$ cat src/rtl/note_renderer_pkg.sv
`default_nettype none
// ============================================================================
// note_renderer_pkg: geometry, colours, command encoding and priority select
// Rev 1.0
// ============================================================================
package note_renderer_pkg;

    localparam int SCREEN_W = 160;
    localparam int SCREEN_H = 120;
    localparam int LANE_W   = 40;
    localparam int NOTE_H   = 15;
    localparam int ROWS     = 8;
    localparam int LANES    = 4;

    localparam int X_W      = 8;
    localparam int Y_W      = 7;
    localparam int COL_W    = 3;
    localparam int XOFF_W   = $clog2(LANE_W);
    localparam int YIN_W    = $clog2(NOTE_H);
    localparam int SLOT_W   = $clog2(ROWS);
    localparam int LANE_IW  = 2;
    localparam int NIDX_W   = $clog2(LANES * ROWS);

    localparam logic [COL_W-1:0] C_BG    = 3'b000;
    localparam logic [COL_W-1:0] C_DIV   = 3'b111;
    localparam logic [COL_W-1:0] C_LANE0 = 3'b010;
    localparam logic [COL_W-1:0] C_LANE1 = 3'b100;
    localparam logic [COL_W-1:0] C_LANE2 = 3'b110;
    localparam logic [COL_W-1:0] C_LANE3 = 3'b001;

    localparam int CMD_W = 6;
    typedef logic [CMD_W-1:0] cmd_t;

    localparam cmd_t CMD_NONE   = 6'b000000;
    localparam cmd_t CMD_ERASE  = 6'b000001;
    localparam cmd_t CMD_BOARD  = 6'b000010;
    localparam cmd_t CMD_NOTES1 = 6'b000100;
    localparam cmd_t CMD_NOTES2 = 6'b001000;
    localparam cmd_t CMD_NOTES3 = 6'b010000;
    localparam cmd_t CMD_NOTES4 = 6'b100000;

    typedef enum logic [0:0] {
        S_IDLE = 1'b0,
        S_RUN  = 1'b1
    } state_t;

    // Bit 0 is the highest priority, so isolating the lowest set bit picks the winner.
    function automatic cmd_t prio_select(input cmd_t raw);
        return raw & (~raw + cmd_t'(1));
    endfunction

    function automatic logic [COL_W-1:0] lane_colour(input logic [LANE_IW-1:0] lane);
        case (lane)
            2'd0:    return C_LANE0;
            2'd1:    return C_LANE1;
            2'd2:    return C_LANE2;
            default: return C_LANE3;
        endcase
    endfunction

    function automatic logic [X_W-1:0] lane_base(input logic [LANE_IW-1:0] lane);
        case (lane)
            2'd0:    return X_W'(0);
            2'd1:    return X_W'(LANE_W);
            2'd2:    return X_W'(2 * LANE_W);
            default: return X_W'(3 * LANE_W);
        endcase
    endfunction

endpackage
`default_nettype wire

$ cat src/rtl/note_renderer_region_scanner.sv
`default_nettype none
// ============================================================================
// region_scanner: nested x_off/y_in/slot/lane counters with running base offsets
// Rev 1.0
// ============================================================================
module region_scanner
    import note_renderer_pkg::*;
(
    input  logic               clk_i,
    input  logic               reset_i,
    input  logic               start_i,
    input  logic               step_i,
    input  logic [XOFF_W-1:0]  x_min_i,
    input  logic [XOFF_W-1:0]  x_max_i,
    input  logic [YIN_W-1:0]   y_min_i,
    input  logic [YIN_W-1:0]   y_max_i,
    input  logic [LANE_IW-1:0] lane_min_i,
    input  logic [LANE_IW-1:0] lane_max_i,
    output logic [X_W-1:0]     x_o,
    output logic [Y_W-1:0]     y_o,
    output logic [XOFF_W-1:0]  x_off_o,
    output logic [YIN_W-1:0]   y_in_o,
    output logic [SLOT_W-1:0]  slot_o,
    output logic [LANE_IW-1:0] lane_o,
    output logic               last_o
);

    logic [XOFF_W-1:0]  x_off_q, x_off_d;
    logic [YIN_W-1:0]   y_in_q, y_in_d;
    logic [SLOT_W-1:0]  slot_q, slot_d;
    logic [LANE_IW-1:0] lane_q, lane_d;
    logic [X_W-1:0]     lane_base_q, lane_base_d;
    logic [Y_W-1:0]     slot_base_q, slot_base_d;

    logic w_x_wrap, w_y_wrap, w_s_wrap, w_l_wrap;

    assign w_x_wrap = (x_off_q == x_max_i);
    assign w_y_wrap = (y_in_q == y_max_i);
    assign w_s_wrap = (slot_q == SLOT_W'(ROWS - 1));
    assign w_l_wrap = (lane_q == lane_max_i);

    assign last_o  = w_x_wrap & w_y_wrap & w_s_wrap & w_l_wrap;
    assign x_o     = lane_base_q + X_W'(x_off_q);
    assign y_o     = slot_base_q + Y_W'(y_in_q);
    assign x_off_o = x_off_q;
    assign y_in_o  = y_in_q;
    assign slot_o  = slot_q;
    assign lane_o  = lane_q;

    always_comb begin
        x_off_d     = x_off_q;
        y_in_d      = y_in_q;
        slot_d      = slot_q;
        lane_d      = lane_q;
        lane_base_d = lane_base_q;
        slot_base_d = slot_base_q;
        if (start_i) begin
            x_off_d     = x_min_i;
            y_in_d      = y_min_i;
            slot_d      = '0;
            lane_d      = lane_min_i;
            lane_base_d = lane_base(lane_min_i);
            slot_base_d = '0;
        end else if (step_i) begin
            if (!w_x_wrap) begin
                x_off_d = x_off_q + XOFF_W'(1);
            end else begin
                x_off_d = x_min_i;
                if (!w_y_wrap) begin
                    y_in_d = y_in_q + YIN_W'(1);
                end else begin
                    y_in_d = y_min_i;
                    if (!w_s_wrap) begin
                        slot_d      = slot_q + SLOT_W'(1);
                        slot_base_d = slot_base_q + Y_W'(NOTE_H);
                    end else begin
                        slot_d      = '0;
                        slot_base_d = '0;
                        lane_d      = lane_q + LANE_IW'(1);
                        lane_base_d = lane_base_q + X_W'(LANE_W);
                    end
                end
            end
        end
    end

    always_ff @(posedge clk_i or posedge reset_i) begin
        if (reset_i) begin
            x_off_q     <= '0;
            y_in_q      <= '0;
            slot_q      <= '0;
            lane_q      <= '0;
            lane_base_q <= '0;
            slot_base_q <= '0;
        end else begin
            x_off_q     <= x_off_d;
            y_in_q      <= y_in_d;
            slot_q      <= slot_d;
            lane_q      <= lane_d;
            lane_base_q <= lane_base_d;
            slot_base_q <= slot_base_d;
        end
    end

endmodule
`default_nettype wire

$ cat src/rtl/note_renderer.sv
`default_nettype none
// ============================================================================
// note_renderer: command-driven pixel scan to the VGA adapter; NOTE_RENDERER_GRID_EN adds slot separators
// Rev 1.0
// ============================================================================
module note_renderer
    import note_renderer_pkg::*;
(
    input  logic                  clk_i,
    input  logic                  reset_i,
    input  logic                  erase_notes_i,
    input  logic                  draw_board_i,
    input  logic                  draw_notes1_i,
    input  logic                  draw_notes2_i,
    input  logic                  draw_notes3_i,
    input  logic                  draw_notes4_i,
    input  logic [LANES*ROWS-1:0] lane_notes_i,
    output logic                  updating_o,
    output logic [X_W-1:0]        x_o,
    output logic [Y_W-1:0]        y_o,
    output logic [COL_W-1:0]      colour_o,
    output logic                  plot_o
);

`ifdef NOTE_RENDERER_GRID_EN
    localparam logic C_GRID_EN = 1'b1;
`else
    localparam logic C_GRID_EN = 1'b0;
`endif

    state_t                state_q, state_d;
    cmd_t                  cmd_q, cmd_d;
    cmd_t                  done_q, done_d;
    logic [LANES*ROWS-1:0] notes_q, notes_d;
    logic [X_W-1:0]        x_q, x_d;
    logic [Y_W-1:0]        y_q, y_d;
    logic [COL_W-1:0]      colour_q, colour_d;
    logic                  plot_q, plot_d;

    cmd_t                  w_raw, w_win, w_sel;
    logic                  w_busy, w_start, w_step, w_last;
    logic [XOFF_W-1:0]     w_xmin, w_xmax, w_xoff;
    logic [YIN_W-1:0]      w_ymin, w_ymax, w_yin;
    logic [LANE_IW-1:0]    w_lmin, w_lmax, w_lane;
    logic [SLOT_W-1:0]     w_slot;
    logic [X_W-1:0]        w_sx;
    logic [Y_W-1:0]        w_sy;
    logic [NIDX_W-1:0]     w_bit_idx;
    logic [COL_W-1:0]      w_colour;

    assign w_raw = {draw_notes4_i, draw_notes3_i, draw_notes2_i,
                    draw_notes1_i, draw_board_i, erase_notes_i};
    assign w_win = prio_select(w_raw);
    // Bounds must be valid on the start edge, before the command is registered.
    assign w_sel = (state_q == S_IDLE) ? w_win : cmd_q;

    always_comb begin
        w_xmin = XOFF_W'(2);
        w_xmax = XOFF_W'(LANE_W - 3);
        w_ymin = YIN_W'(1);
        w_ymax = YIN_W'(NOTE_H - 2);
        w_lmin = 2'd0;
        w_lmax = 2'd3;
        case (w_sel)
            CMD_BOARD: begin
                w_xmin = '0;
                w_xmax = XOFF_W'(LANE_W - 1);
                w_ymin = '0;
                w_ymax = YIN_W'(NOTE_H - 1);
            end
            CMD_NOTES1: begin w_lmin = 2'd0; w_lmax = 2'd0; end
            CMD_NOTES2: begin w_lmin = 2'd1; w_lmax = 2'd1; end
            CMD_NOTES3: begin w_lmin = 2'd2; w_lmax = 2'd2; end
            CMD_NOTES4: begin w_lmin = 2'd3; w_lmax = 2'd3; end
            default: ;
        endcase
    end

    region_scanner u_scanner (
        .clk_i      (clk_i),
        .reset_i    (reset_i),
        .start_i    (w_start),
        .step_i     (w_step),
        .x_min_i    (w_xmin),
        .x_max_i    (w_xmax),
        .y_min_i    (w_ymin),
        .y_max_i    (w_ymax),
        .lane_min_i (w_lmin),
        .lane_max_i (w_lmax),
        .x_o        (w_sx),
        .y_o        (w_sy),
        .x_off_o    (w_xoff),
        .y_in_o     (w_yin),
        .slot_o     (w_slot),
        .lane_o     (w_lane),
        .last_o     (w_last)
    );

    assign w_bit_idx = NIDX_W'(int'(w_lane) * ROWS + int'(w_slot));

    always_comb begin
        w_colour = C_BG;
        case (cmd_q)
            CMD_BOARD: begin
                if ((w_xoff == '0) || (C_GRID_EN && (w_yin == '0))) begin
                    w_colour = C_DIV;
                end
            end
            CMD_ERASE: w_colour = C_BG;
            default: begin
                if (notes_q[w_bit_idx]) begin
                    w_colour = lane_colour(w_lane);
                end
            end
        endcase
    end

    always_comb begin
        state_d  = state_q;
        cmd_d    = cmd_q;
        done_d   = done_q;
        notes_d  = notes_q;
        x_d      = x_q;
        y_d      = y_q;
        colour_d = colour_q;
        plot_d   = 1'b0;
        w_busy   = 1'b0;
        w_start  = 1'b0;
        w_step   = 1'b0;
        // Dropping all strobes re-arms the last command so the board redraws every loop.
        if (w_raw == CMD_NONE) begin
            done_d = CMD_NONE;
        end
        case (state_q)
            S_IDLE: begin
                w_busy = (w_win != CMD_NONE) && (w_win != done_q);
                if (w_busy) begin
                    w_start = 1'b1;
                    cmd_d   = w_win;
                    notes_d = lane_notes_i;
                    state_d = S_RUN;
                end
            end
            default: begin
                w_busy   = 1'b1;
                w_step   = 1'b1;
                plot_d   = 1'b1;
                x_d      = w_sx;
                y_d      = w_sy;
                colour_d = w_colour;
                if (w_last) begin
                    done_d  = cmd_q;
                    state_d = S_IDLE;
                end
            end
        endcase
    end

    always_ff @(posedge clk_i or posedge reset_i) begin
        if (reset_i) begin
            state_q  <= S_IDLE;
            cmd_q    <= CMD_NONE;
            done_q   <= CMD_NONE;
            notes_q  <= '0;
            x_q      <= '0;
            y_q      <= '0;
            colour_q <= '0;
            plot_q   <= 1'b0;
        end else begin
            state_q  <= state_d;
            cmd_q    <= cmd_d;
            done_q   <= done_d;
            notes_q  <= notes_d;
            x_q      <= x_d;
            y_q      <= y_d;
            colour_q <= colour_d;
            plot_q   <= plot_d;
        end
    end

    assign updating_o = w_busy & ~reset_i;
    assign x_o        = x_q;
    assign y_o        = y_q;
    assign colour_o   = colour_q;
    assign plot_o     = plot_q;

endmodule
`default_nettype wire

$ cat config.mk
export PLATFORM = sky130hd
export DESIGN_NAME = note_renderer
export DESIGN_NICKNAME = d
export VERILOG_FILES = /design/src/rtl/note_renderer_pkg.sv /design/src/rtl/note_renderer_region_scanner.sv /design/src/rtl/note_renderer.sv
export SDC_FILE = /design/constraint.sdc
export NUM_CORES = 1
export LEC_CHECK = 0
export CELL_PAD_IN_SITES_DETAIL_PLACEMENT = 0
export CELL_PAD_IN_SITES_GLOBAL_PLACEMENT = 1
export CORE_MARGIN = 4
export CORE_UTILIZATION = 43
export CTS_CLUSTER_DIAMETER = 120
export DETAILED_ROUTE_END_ITERATION = 8
export GPL_TIMING_DRIVEN = 0
export PLACE_DENSITY_LB_ADDON = 0.1
export SLEW_MARGIN = 25
export SYNTH_ARGS = -nofsm -noshare
export SYNTH_HDL_FRONTEND = slang
export SYNTH_SLANG_ARGS = --single-unit
$ cat constraint.sdc
create_clock -name clk_i -period 5.1 [get_ports clk_i]
set_input_delay 1.53 -clock clk_i [delete_from_list [all_inputs] [get_ports clk_i]]
set_output_delay 1.53 -clock clk_i [all_outputs]
set_load 0.1 [all_outputs]
==> metrics.cfg <==
[detailed_routing]
drc = 0
drtIter0Drc = 201
drtPass1Iterations = 4
wl_per_cell_um = 15.8
wirelength_mm = 11.5
vias = 3894
drt-vias-per-instance = 5.36
ant_nets = 0

[global_routing]
met1_usage_pct = 25.7
antenna_found_initial = 0
use_met3_pct = 3.21
grt-busiest-layer = met2
use_met2_pct = 30.0
grt_pass1_vias = 4046
grt_use_total_pct = 18.7
grt_pass1_wl_mm = 19.6
grt_start_max_net_pins = 74
gr-total-overflow = 0

[die]
start_util_pct = 44.6
die_w_um = 115
die_h_um = 115
num_rows = 38
die_area_um2 = 13200
core_um2 = 11000
pin_count = 60

[sta]
fin_ws_ps = 123
finalClockSkew_ps = 9.56
hold_viol = 0
finalCritPeriodShare_pct = 97.6
tightest_slew_ps = 1010
min_period_ps = 4980
rsz0062_at_grt = no
setup_viol = 0
fmax_ghz = 0.201
holdWs_ps = 471
relSlewSlack_pct = 32.8
drv_slew = 0

[synth]
synth_mux_area_share_pct = 8.52
synth_simple_gate_area_share_pct = 20.4
ys_top_cells_by_area = dfrtp_1 (46%), nand2_1 (10%), mux4_2 (4.6%)
yosysSeqAreaShare_pct = 46.5
synth_nets = 570
synth-compound-area-share_pct = 12.7
synthAdderAreaFrac_pct = 4.75
synth_seq_cells = 91
syn-mean-instance-area_um2 = 9.57
synth_top_family_by_area = simple AND/OR/NAND/NOR gates
async_flop_share_pct = 100
synth_cells = 512
ys_types = 61
synth_top_area_share_pct = 46.5
yosys_most_used_dff = dfrtp_1
synth_area_leader_cell = dfrtp_1
yosys_warnings = 0
synth_edf_count = 0
synth_xor_xnor_area_share_pct = 3.39
synth.cell_area_um2 = 4900

[layout]
synthToLayoutAreaGrowth_pct = 22.5
final_cell_mix = nand2_1 (137), dfrtp_1 (91), clkdlybuf4s50_1 (54)
drive_gt1_share_pct = 11.1
n_antenna_cell = 0
layout.nets = 639
final_common_cell = nand2_1

[clock_network]
cts_made_buffers = 9
clk_latency_ps = 350
clockBufferDepth = 2
cts_root_buf = clkbuf_16
cts.sinks = 91
cts_tree = done
htreeDepth = 3
hold_buffers = 0
clkTransAtPathRegs_ps = 70

[critical_path]
critPathMaxStageDelay_ps = 490
rr_worst_depth = 8
worstSetupStartpointType = input pin
worstReg2RegStart = state_q
worst_r2r_endpoint = state_q
critPathKind = in2out
crit_arrival_ps = 3450
path_cells = clkdlybuf4s50_1, or4_4, nor3_1, nor4_2, a21o_1, nor2_2, buf_6
ff2ff_setup_slack_ps = 1970
cp_max_fo = 4
crit_required_ps = 3570
slowest_stage = clkdlybuf4s50_1
cp-end-kind = output port

[pwr]
p_leak_nw = 2.74
p_total_w = 0.00240
vdd_drop_max_mv = 0.366
pwr_density_cell_nw_per_um2 = 399

[place]
port_buffers = 57
hpwlAfterDp_mm = 8.36
dp_slack_ps = -1040
place.gp.congestion = 0.817

[worst_hold_path]
min_delay_path_depth = 2
hp-class = reg2reg
hp-start = notes_q[10]
min_to = notes_q[10]

[job]
cap_viol_max_count = 0

[status]
status = finished clean

-- kinds of logic (layout without fill, tap and decap cells) --
group / count (synthesis) / count (layout)
xor gates and xnor gates: 19 / 19
muxes: 28 / 28
and+or+nand+nor: 223 / 223
DFF: 91 / 91
AOI/OAI and AO/OA: 91 / 91
adders and majority gates: 18 / 18
buffers and inverters: 42 / 116
-- layer usage --
metal	wire, um	vias up	part of all wire (%)
li1	-	1928	-
met1	5530	1874	48
met2	5300	79	46
met3	481	13	4.2
met4	191	0	1.7
met5	0	-	0
-- power by group --
| part | internal (W) | switching [W] |
|---|---|---|
| Combinational | 0.000260 | 0.000533 |
| Sequential | 0.000819 | 0.0000931 |
| Clock | 0.000394 | 0.000296 |
-- timing repair --
| item | 4_1_cts | 5_1_grt |
|---|---|---|
| cloned | 0 | 0 |
| resized for setup | 9 | 3 |
| hold endpoints to repair | 0 | 0 |
| setup buffers | 1 | 0 |
| endpoints found under the setup margin | 1 | 1 |
-- worst max-delay path: cells and delay by family --
family / cells / cell delay, ps
AND/OR/NAND/NOR: 4 / 940
AO/OA/AOI/OAI: 1 / 250
buffers and inverters: 2 / 720
-- through the flow --
step                      cell area [um2]  TNS (ps)  util, %  std cells
after floorplan                      4900         0        -        512
after global routing                 6000         0     54.7        726
after global placement               5650    -32830     51.4        709
final                                6000         0     54.7        726
after detailed placement             5680     -1040     51.7        710
after CTS                            5990         0     54.6        726
-- synthesized netlist by cell type (2+ instances only) --
cell type  instances
mux4_2            10
or2_2              4
buf_2              4
o22a_1             2
nand4_1            2
nor3_1            10
inv_1             18
xor2_1             9
o211ai_2           2
or3_1              4
and3_1             6
nor4_1             3
a2bb2oi_1          6
xnor2_1           10
dfrtp_1           91
a21oi_1           13
nand2b_1           6
o21ai_0           31
nor2b_1            5
o31ai_2            2
mux2i_1            8
o21ai_1            3
o31a_1             2
o221a_2            3
clkbuf_1          14
o211ai_1           3
nor2_1            23
buf_6              2
a31oi_1            4
and2_1             4
o31ai_1            3
a21o_1             2
buf_4              2
nand3_1           13
nand2_1          137
ha_1              17
mux2_2            10
-- state kept, by name (all words and copies together) (netlist names) --
| register | flops |
|---|---|
| u_scanner.y_in_o | 4 |
| u_scanner.x_off_o | 6 |
| notes_q | 32 |
| u_scanner.lane_o | 2 |
| cmd_q | 6 |
| done_q | 6 |
| u_scanner.slot_base_q | 7 |
| x_o | 8 |
| u_scanner.slot_o | 3 |
| y_o | 7 |
| plot_o | 1 |
| u_scanner.lane_base_q | 5 |
| colour_o | 3 |
| state_q | 1 |
-- cell type report --
class,instances,area (um2)
fill,1012,4980
multi-input combinational,379,2460
sequential,91,2280
timing repair buffer,59,604
clock buffer,10,239
tap,140,175
buffer,22,110
inverter,19,76.3
clock inverter,6,62.6
-- worst max path at each step --
stage	to	start	slack [ps]	depth (start not counted)
final	updating_o	draw_notes2_i	120	7
after global placement	updating_o	draw_board_i	-1040	8
after detailed placement	updating_o	draw_board_i	-1040	8
after global routing	updating_o	draw_notes2_i	10	7
after CTS	updating_o	draw_notes2_i	40	7
after floorplan	updating_o	erase_notes_i	120	6
Note: power is estimated with default switching activity, not from simulation.
